File: config.mk
export PLATFORM = sky130hd
export DESIGN_NAME = id_ex_control_pipe
export DESIGN_NICKNAME = d
export VERILOG_FILES = /design/src/rtl/rv_ctrl_pkg.sv /design/src/rtl/main_decoder.sv /design/src/rtl/id_ex_control_pipe.sv
export SDC_FILE = /design/constraint.sdc
export NUM_CORES = 1
export LEC_CHECK = 0
export CAP_MARGIN = 30
export CORE_MARGIN = 1
export CORE_UTILIZATION = 34
export DETAILED_ROUTE_END_ITERATION = 7
export PLACE_DENSITY = 0.76
export SYNTH_ARGS = -nofsm -noshare
export SYNTH_HDL_FRONTEND = slang
export SYNTH_SLANG_ARGS = --single-unit
export TNS_END_PERCENT = 50
File: constraint.sdc
create_clock -name clk -period 1.6 [get_ports clk]
set_input_delay 0.32 -clock clk [delete_from_list [all_inputs] [get_ports clk]]
set_output_delay 0.32 -clock clk [all_outputs]
set_load 0.02 [all_outputs]
File: src/rtl/rv_ctrl_pkg.sv
// rtl/rv_ctrl_pkg.sv - shared opcode, ALUOp and control-bundle definitions for the RV32I ID stage
//
// Purpose: constants and the control bundle carried from ID into EX.
// Contents:
//   OP_*        7-bit major opcodes of the supported instruction classes
//   ALUOP_*     2-bit ALUOp encodings consumed by the EX-stage ALU control unit
//   ctrl_t      registered control bundle (valid, ALUOp, Funct, enables, illegal)
//   BUBBLE      all-zero bundle used for reset, flush and load-use bubbles
package rv_ctrl_pkg;

    localparam logic [6:0] OP_R      = 7'b0110011;
    localparam logic [6:0] OP_I      = 7'b0010011;
    localparam logic [6:0] OP_LOAD   = 7'b0000011;
    localparam logic [6:0] OP_STORE  = 7'b0100011;
    localparam logic [6:0] OP_BRANCH = 7'b1100011;

    localparam logic [1:0] ALUOP_MEM = 2'b00;
    localparam logic [1:0] ALUOP_BR  = 2'b01;
    localparam logic [1:0] ALUOP_R   = 2'b10;

    typedef struct packed {
        logic       valid;
        logic [1:0] alu_op;
        logic [3:0] funct;
        logic       alu_src;
        logic       mem_read;
        logic       mem_write;
        logic       mem_to_reg;
        logic       reg_write;
        logic       branch;
        logic       illegal;
    } ctrl_t;

    localparam ctrl_t BUBBLE = '0;

endpackage

File: src/rtl/main_decoder.sv
// rtl/main_decoder.sv - combinational RV32I main control decoder
//
// Purpose: maps opcode/funct fields to the control bundle and reports whether
// the instruction reads rs2. The valid bit of the bundle is left at 0; the
// ID/EX wrapper owns it.
// Ports:
//   i_opcode    instruction bits [6:0]
//   i_funct3    instruction bits [14:12]
//   i_bit30     instruction bit 30 (add/sub, srl/sra select for R-type)
//   i_rd_zero   destination field is x0
//   o_ctrl      decoded control bundle
//   o_uses_rs2  instruction reads rs2 (R-type, store, branch)
module main_decoder
    import rv_ctrl_pkg::*;
(
    input  logic [6:0] i_opcode,
    input  logic [2:0] i_funct3,
    input  logic       i_bit30,
    input  logic       i_rd_zero,
    output ctrl_t      o_ctrl,
    output logic       o_uses_rs2
);

    always_comb begin
        o_ctrl     = BUBBLE;
        o_uses_rs2 = 1'b0;
        case (i_opcode)
            OP_R: begin
                o_ctrl.alu_op    = ALUOP_R;
                o_ctrl.funct     = {i_bit30, i_funct3};
                o_ctrl.reg_write = 1'b1;
                o_uses_rs2       = 1'b1;
            end
            OP_I: begin
                // bit 30 is part of the immediate here (srai), so it stays out of Funct
                o_ctrl.alu_op    = ALUOP_MEM;
                o_ctrl.funct     = {1'b0, i_funct3};
                o_ctrl.alu_src   = 1'b1;
                o_ctrl.reg_write = 1'b1;
            end
            OP_LOAD: begin
                // Funct stays 0000 so the ALU always adds for address generation
                o_ctrl.alu_op     = ALUOP_MEM;
                o_ctrl.alu_src    = 1'b1;
                o_ctrl.mem_read   = 1'b1;
                o_ctrl.mem_to_reg = 1'b1;
                o_ctrl.reg_write  = 1'b1;
            end
            OP_STORE: begin
                // sh/sb funct3 would otherwise look like a shift to the ALU control
                o_ctrl.alu_op    = ALUOP_MEM;
                o_ctrl.alu_src   = 1'b1;
                o_ctrl.mem_write = 1'b1;
                o_uses_rs2       = 1'b1;
            end
            OP_BRANCH: begin
                o_ctrl.alu_op = ALUOP_BR;
                o_ctrl.funct  = {1'b0, i_funct3};
                o_ctrl.branch = 1'b1;
                o_uses_rs2    = 1'b1;
            end
            default: begin
                o_ctrl.illegal = 1'b1;
            end
        endcase

        // writes to x0 are architecturally discarded; dropping them here also
        // keeps forwarding logic downstream from matching on rd == 0
        if (i_rd_zero) begin
            o_ctrl.reg_write = 1'b0;
        end
    end

endmodule

File: src/rtl/id_ex_control_pipe.sv
// rtl/id_ex_control_pipe.sv - ID-stage decode, load-use hazard detection and ID/EX control register
//
// Purpose: decodes the IF/ID instruction, detects load-use hazards against the
// instruction in EX, and registers the control field into EX with bubble
// insertion on reset, flush and hazard.
// Ports:
//   clk, reset            core clock, synchronous active-high reset
//   id_valid, id_instr    IF/ID contents
//   stall_in              hold the ID/EX register
//   flush_ex              branch taken in EX; the incoming instruction is killed
//   hazard_stall          combinational load-use stall for PC and IF/ID
//   ex_valid .. ex_illegal  registered ID/EX control field and register indices
module id_ex_control_pipe
    import rv_ctrl_pkg::*;
#(
    parameter int INSTR_W    = 32,
    parameter int REG_ADDR_W = 5
) (
    input  logic                  clk,
    input  logic                  reset,
    input  logic                  id_valid,
    input  logic [INSTR_W-1:0]    id_instr,
    input  logic                  stall_in,
    input  logic                  flush_ex,
    output logic                  hazard_stall,
    output logic                  ex_valid,
    output logic [1:0]            ex_ALUOp,
    output logic [3:0]            ex_Funct,
    output logic                  ex_ALUSrc,
    output logic                  ex_MemRead,
    output logic                  ex_MemWrite,
    output logic                  ex_MemtoReg,
    output logic                  ex_RegWrite,
    output logic                  ex_Branch,
    output logic [REG_ADDR_W-1:0] ex_rd,
    output logic [REG_ADDR_W-1:0] ex_rs1,
    output logic [REG_ADDR_W-1:0] ex_rs2,
    output logic                  ex_illegal
);

    ctrl_t                 w_dec;
    ctrl_t                 w_next;
    logic                  w_uses_rs2;
    logic [REG_ADDR_W-1:0] w_rd;
    logic [REG_ADDR_W-1:0] w_rs1;
    logic [REG_ADDR_W-1:0] w_rs2;
    logic                  w_unused;

    ctrl_t                 r_ctrl;
    logic [REG_ADDR_W-1:0] r_rd;
    logic [REG_ADDR_W-1:0] r_rs1;
    logic [REG_ADDR_W-1:0] r_rs2;

    assign w_rd     = id_instr[7  +: REG_ADDR_W];
    assign w_rs1    = id_instr[15 +: REG_ADDR_W];
    assign w_rs2    = id_instr[20 +: REG_ADDR_W];
    // immediate-only bits play no part in control decode
    assign w_unused = ^{id_instr[INSTR_W-1:31], id_instr[29:25]};

    main_decoder u_main_decoder (
        .i_opcode   (id_instr[6:0]),
        .i_funct3   (id_instr[14:12]),
        .i_bit30    (id_instr[30]),
        .i_rd_zero  (w_rd == '0),
        .o_ctrl     (w_dec),
        .o_uses_rs2 (w_uses_rs2)
    );

    always_comb begin
        w_next       = w_dec;
        w_next.valid = 1'b1;
    end

    // rs1 is compared unconditionally: every supported opcode reads it, and a
    // spurious stall on an illegal opcode costs one cycle and nothing else.
    assign hazard_stall = id_valid & r_ctrl.valid & r_ctrl.mem_read & (r_rd != '0) &
                          ((r_rd == w_rs1) | (w_uses_rs2 & (r_rd == w_rs2)));

    always_ff @(posedge clk) begin
        if (reset || flush_ex) begin
            r_ctrl <= BUBBLE;
            r_rd   <= '0;
            r_rs1  <= '0;
            r_rs2  <= '0;
        end else if (stall_in) begin
            r_ctrl <= r_ctrl;
            r_rd   <= r_rd;
            r_rs1  <= r_rs1;
            r_rs2  <= r_rs2;
        end else if (hazard_stall || !id_valid) begin
            // the bubble clears mem_read, so a load-use stall lasts one cycle
            r_ctrl <= BUBBLE;
            r_rd   <= '0;
            r_rs1  <= '0;
            r_rs2  <= '0;
        end else begin
            r_ctrl <= w_next;
            r_rd   <= w_rd;
            r_rs1  <= w_rs1;
            r_rs2  <= w_rs2;
        end
    end

    assign ex_valid    = r_ctrl.valid;
    assign ex_ALUOp    = r_ctrl.alu_op;
    assign ex_Funct    = r_ctrl.funct;
    assign ex_ALUSrc   = r_ctrl.alu_src;
    assign ex_MemRead  = r_ctrl.mem_read;
    assign ex_MemWrite = r_ctrl.mem_write;
    assign ex_MemtoReg = r_ctrl.mem_to_reg;
    assign ex_RegWrite = r_ctrl.reg_write;
    assign ex_Branch   = r_ctrl.branch;
    assign ex_illegal  = r_ctrl.illegal;
    assign ex_rd       = r_rd;
    assign ex_rs1      = r_rs1;
    assign ex_rs2      = r_rs2;

endmodule

==> impl_metrics.py, run 1 <==
metrics = {
    "worst_setup_path": {
        "path_max_fanout": 2,
        "reg2reg_slack_ps": -330,
        "cp_slowest_stage_delay_ps": 540,
        "critPathLaunch": "ex_rd[0]",
        "regToRegEndpoint": "ex_Funct[3]",
        "crit_path_end": "hazard_stall",
        "r2r-start": "ex_rd[0]",
        "required_ps": 1280,
        "critPathKind": "reg2out",
        "cp_slowest_cell": "or4_4",
        "startpoint_type": "flop",
        "worst-r2r-cell-count": 6,
        "cp.arrival_ps": 1720,
        "path_cells": "or4_4 -> o2111ai_4 -> o21ba_4 -> buf_6",
        "end_kind": "output pin",
    },
    "die": {
        "ioPinCount": 67,
        "core_um2": 3363,
        "die_area_um2": 3790,
        "die_h_um": 61.56,
        "die_w_um": 61.56,
        "initial_core_util_pct": 35.86,
        "rows": 21,
    },
    "clock_network": {
        "clock_latency_ps": 320,
        "cts_buffers": 3,
        "h-tree-depth": 1,
        "cts_tree": "done",
        "cts.hold.buffers_added": 0,
        "clkSinkCount": 28,
        "root_buffer": "clkbuf_4",
        "cts.clk_slew.worst_paths_ps": 140,
        "clockBufferDepth": 2,
    },
    "route": {
        "drcViolationCount": 0,
        "drtPass1Iterations": 5,
        "via_count": 1232,
        "via_per_inst": 5.029,
        "antenna_left": 0,
        "drt_iter0_drc": 44,
        "drt_wl_total_mm": 3.663,
        "wl_per_cell_um": 14.95,
    },
    "placed_design": {
        "place.gp.congestion": 0.7500,
        "hpwl_mm": 2.662,
        "place.port_buffers": 60,
    },
    "synth": {
        "async_reset_ff_share_pct": 0,
        "ys_ff_latch": 28,
        "synth_area_per_cell_um2": 10.49,
        "netlist_area_um2": 1206,
        "seq_area_frac_synth_pct": 46.47,
        "synth_area_leaders": "dfxtp_1 46%, a22o_1 12%, xnor2_1 5.8%",
        "synth_top_area_share_pct": 46.47,
        "synthFlopType": "dfxtp_1",
        "syn_inst": 115,
        "synth_warnings": 0,
        "yosys.area.top_type": "dfxtp_1",
        "yosysMostFrequentCell": "dfxtp_1",
        "syn_nets": 152,
        "synth-edff-count": 0,
        "synth_cell_type_count": 31,
        "synthTopCellsByCount": "28 x dfxtp_1, 17 x nand2_1, 16 x a22o_1, 8 x o21ai_0, 8 x xnor2_1",
    },
    "grt": {
        "grt_pass1_wl_mm": 5.858,
        "grt_start_max_net_pins": 17,
        "grt_antenna_before_repair": 0,
        "grt-ovfl-total": 0,
        "grt_usage_pct": 21.04,
        "grt_pass1_vias": 1210,
    },
    "timing": {
        "hold_viol": 0,
        "setup_slack_ps": -443.3,
        "min_period_ps": 2043,
        "fin_skew_ps": 3.276,
        "tightest_slew_ps": 395.6,
        "period_share_pct": 127.7,
        "maxSlewViolCount": 0,
        "relSlewSlack_pct": 72.94,
        "hold_ws_ps": 468.2,
        "rsz0062_at_grt": "true",
        "finalSetupViolCount": 29,
        "fmax_mhz": 489.4,
    },
    "final_layout": {
        "fin_nets": 237,
        "n_antenna_cell": 0,
        "syn_to_final_growth_pct": 80.50,
        "fillers": 301,
        "multi_input_area_um2": 740.7,
        "regArea_um2": 569.3,
        "layout-drive-gt1-share_pct": 29.15,
    },
    "pwr": {
        "ir_worst_vdd_v": 0.0003078,
        "total_leakage_power_nw": 1.003,
        "power_mw": 1.324,
        "power.density_nw_per_um2": 608.2,
    },
    "outcome": {
        "violations": "negative setup slack",
        "status": "finished with violations",
    },
    "flow_run": {
        "drv_cap": 0,
    },
    "hold_path": {
        "hold_class": "reg2reg",
    },
}
-- area by class of cell --
cell class	instances	area share (%)
multi-input combinational	81	34.02
sequential	28	26.15
clock buffer	4	1.667
tap	46	2.644
inverter	3	0.5172
timing repair buffer	83	35.00
-- power by group --
part | internal, mW | switching [mW] | total, mW
clock | 0.139 | 0.199 | 0.338
sequential | 0.715 | 0.0104 | 0.725
combinational | 0.143 | 0.118 | 0.261
total | 0.997 | 0.327 | 1.32
-- registers in the layout, indices dropped and copies added (netlist names) --
signal,flops
ex_rs2,5
ex_ALUOp,2
ex_Funct,4
ex_MemRead,1
ex_Branch,1
ex_valid,1
ex_illegal,1
ex_ALUSrc,1
ex_rd,5
ex_RegWrite,1
ex_MemWrite,1
ex_rs1,5
-- cells by family (layout without fill, tap and decap cells) --
logic type                count (synthesis)  count (layout)  synth area share, %
xor gates and xnor gates                 10              10                7.262
buffers and inverters                     8              90                4.046
muxes                                     1               1               0.8299
DFF                                      28              28                46.47
AOI/OAI and AO/OA                        35              37                26.04
and+or+nand+nor                          33              33                15.35
-- worst min path at each step --
stage	to	cells after the start	from
after floorplan	ex_MemWrite	1	id_instr[4]
after global placement	ex_Funct[3]	2	ex_Funct[3]
after detailed placement	ex_Funct[0]	2	ex_Funct[0]
after CTS	ex_Funct[0]	2	ex_Funct[0]
after global routing	ex_Branch	2	ex_Branch
final	ex_illegal	2	ex_illegal
-- stage by stage --
stage	cell area, um^2	util [%]	setup WS (ps)	std cells	setup TNS (ps)
finish	2177	64.73	-443.3	245	-6361
global placement	1982	58.93	-1017	235	-17200
global route	2177	64.73	-505.9	245	-8164
detailed placement	1982	58.93	-1117	235	-20640
CTS	2142	63.69	-468.1	244	-5594
floorplan	1219	-	-144.5	115	-774.2
-- routing by layer --
layer / routed length [um] / GRT usage (%) / vias to the layer above
met2: 1897 / 38.40 / 45
met1: 1530 / 25.80 / 589
met5: 0 / 0 / -
met4: 44 / 4.127 / 0
met3: 190 / 3.782 / 5
li1: - / - / 593
-- cells in the final DEF (no fill, tap or decap), types with 2 or more instances in the layout --
master	count
buf_4	21
o21ai_2	7
dlygate4sd2_1	28
o41ai_4	2
inv_1	3
nor2b_2	2
nor2b_1	2
a22o_1	16
xnor2_1	8
nand2_1	16
o21ai_4	3
xor2_1	2
clkbuf_4	3
nand3_1	2
o31ai_4	2
nor2_1	2
dfxtp_2	4
dfxtp_1	23
clkdlybuf4s50_1	30
-- worst max-delay path: cells and delay by family (launching register included) --
| kind | cells | cell delay (ps) |
|---|---|---|
| AND/OR/NAND/NOR | 1 | 540 |
| AO/OA/AOI/OAI | 2 | 390 |
| flip-flops | 1 | 350 |
| buffers and inverters | 1 | 130 |
-- timing repair --
action                     in CTS  in global routing
cloned                          2                  0
setup endpoints to repair      57                 30
pin swaps                      27                  6
buffers inserted                3                  2
gates resized for setup        64                  8
(Power assumes the default switching activity.)
==> run 2: changes to the inputs <==
Settings changed: GPL_ROUTABILITY_DRIVEN set to 0.
==> results of run 2 <==
No change in the layout: final DEF, timing and power equal those of run 1.
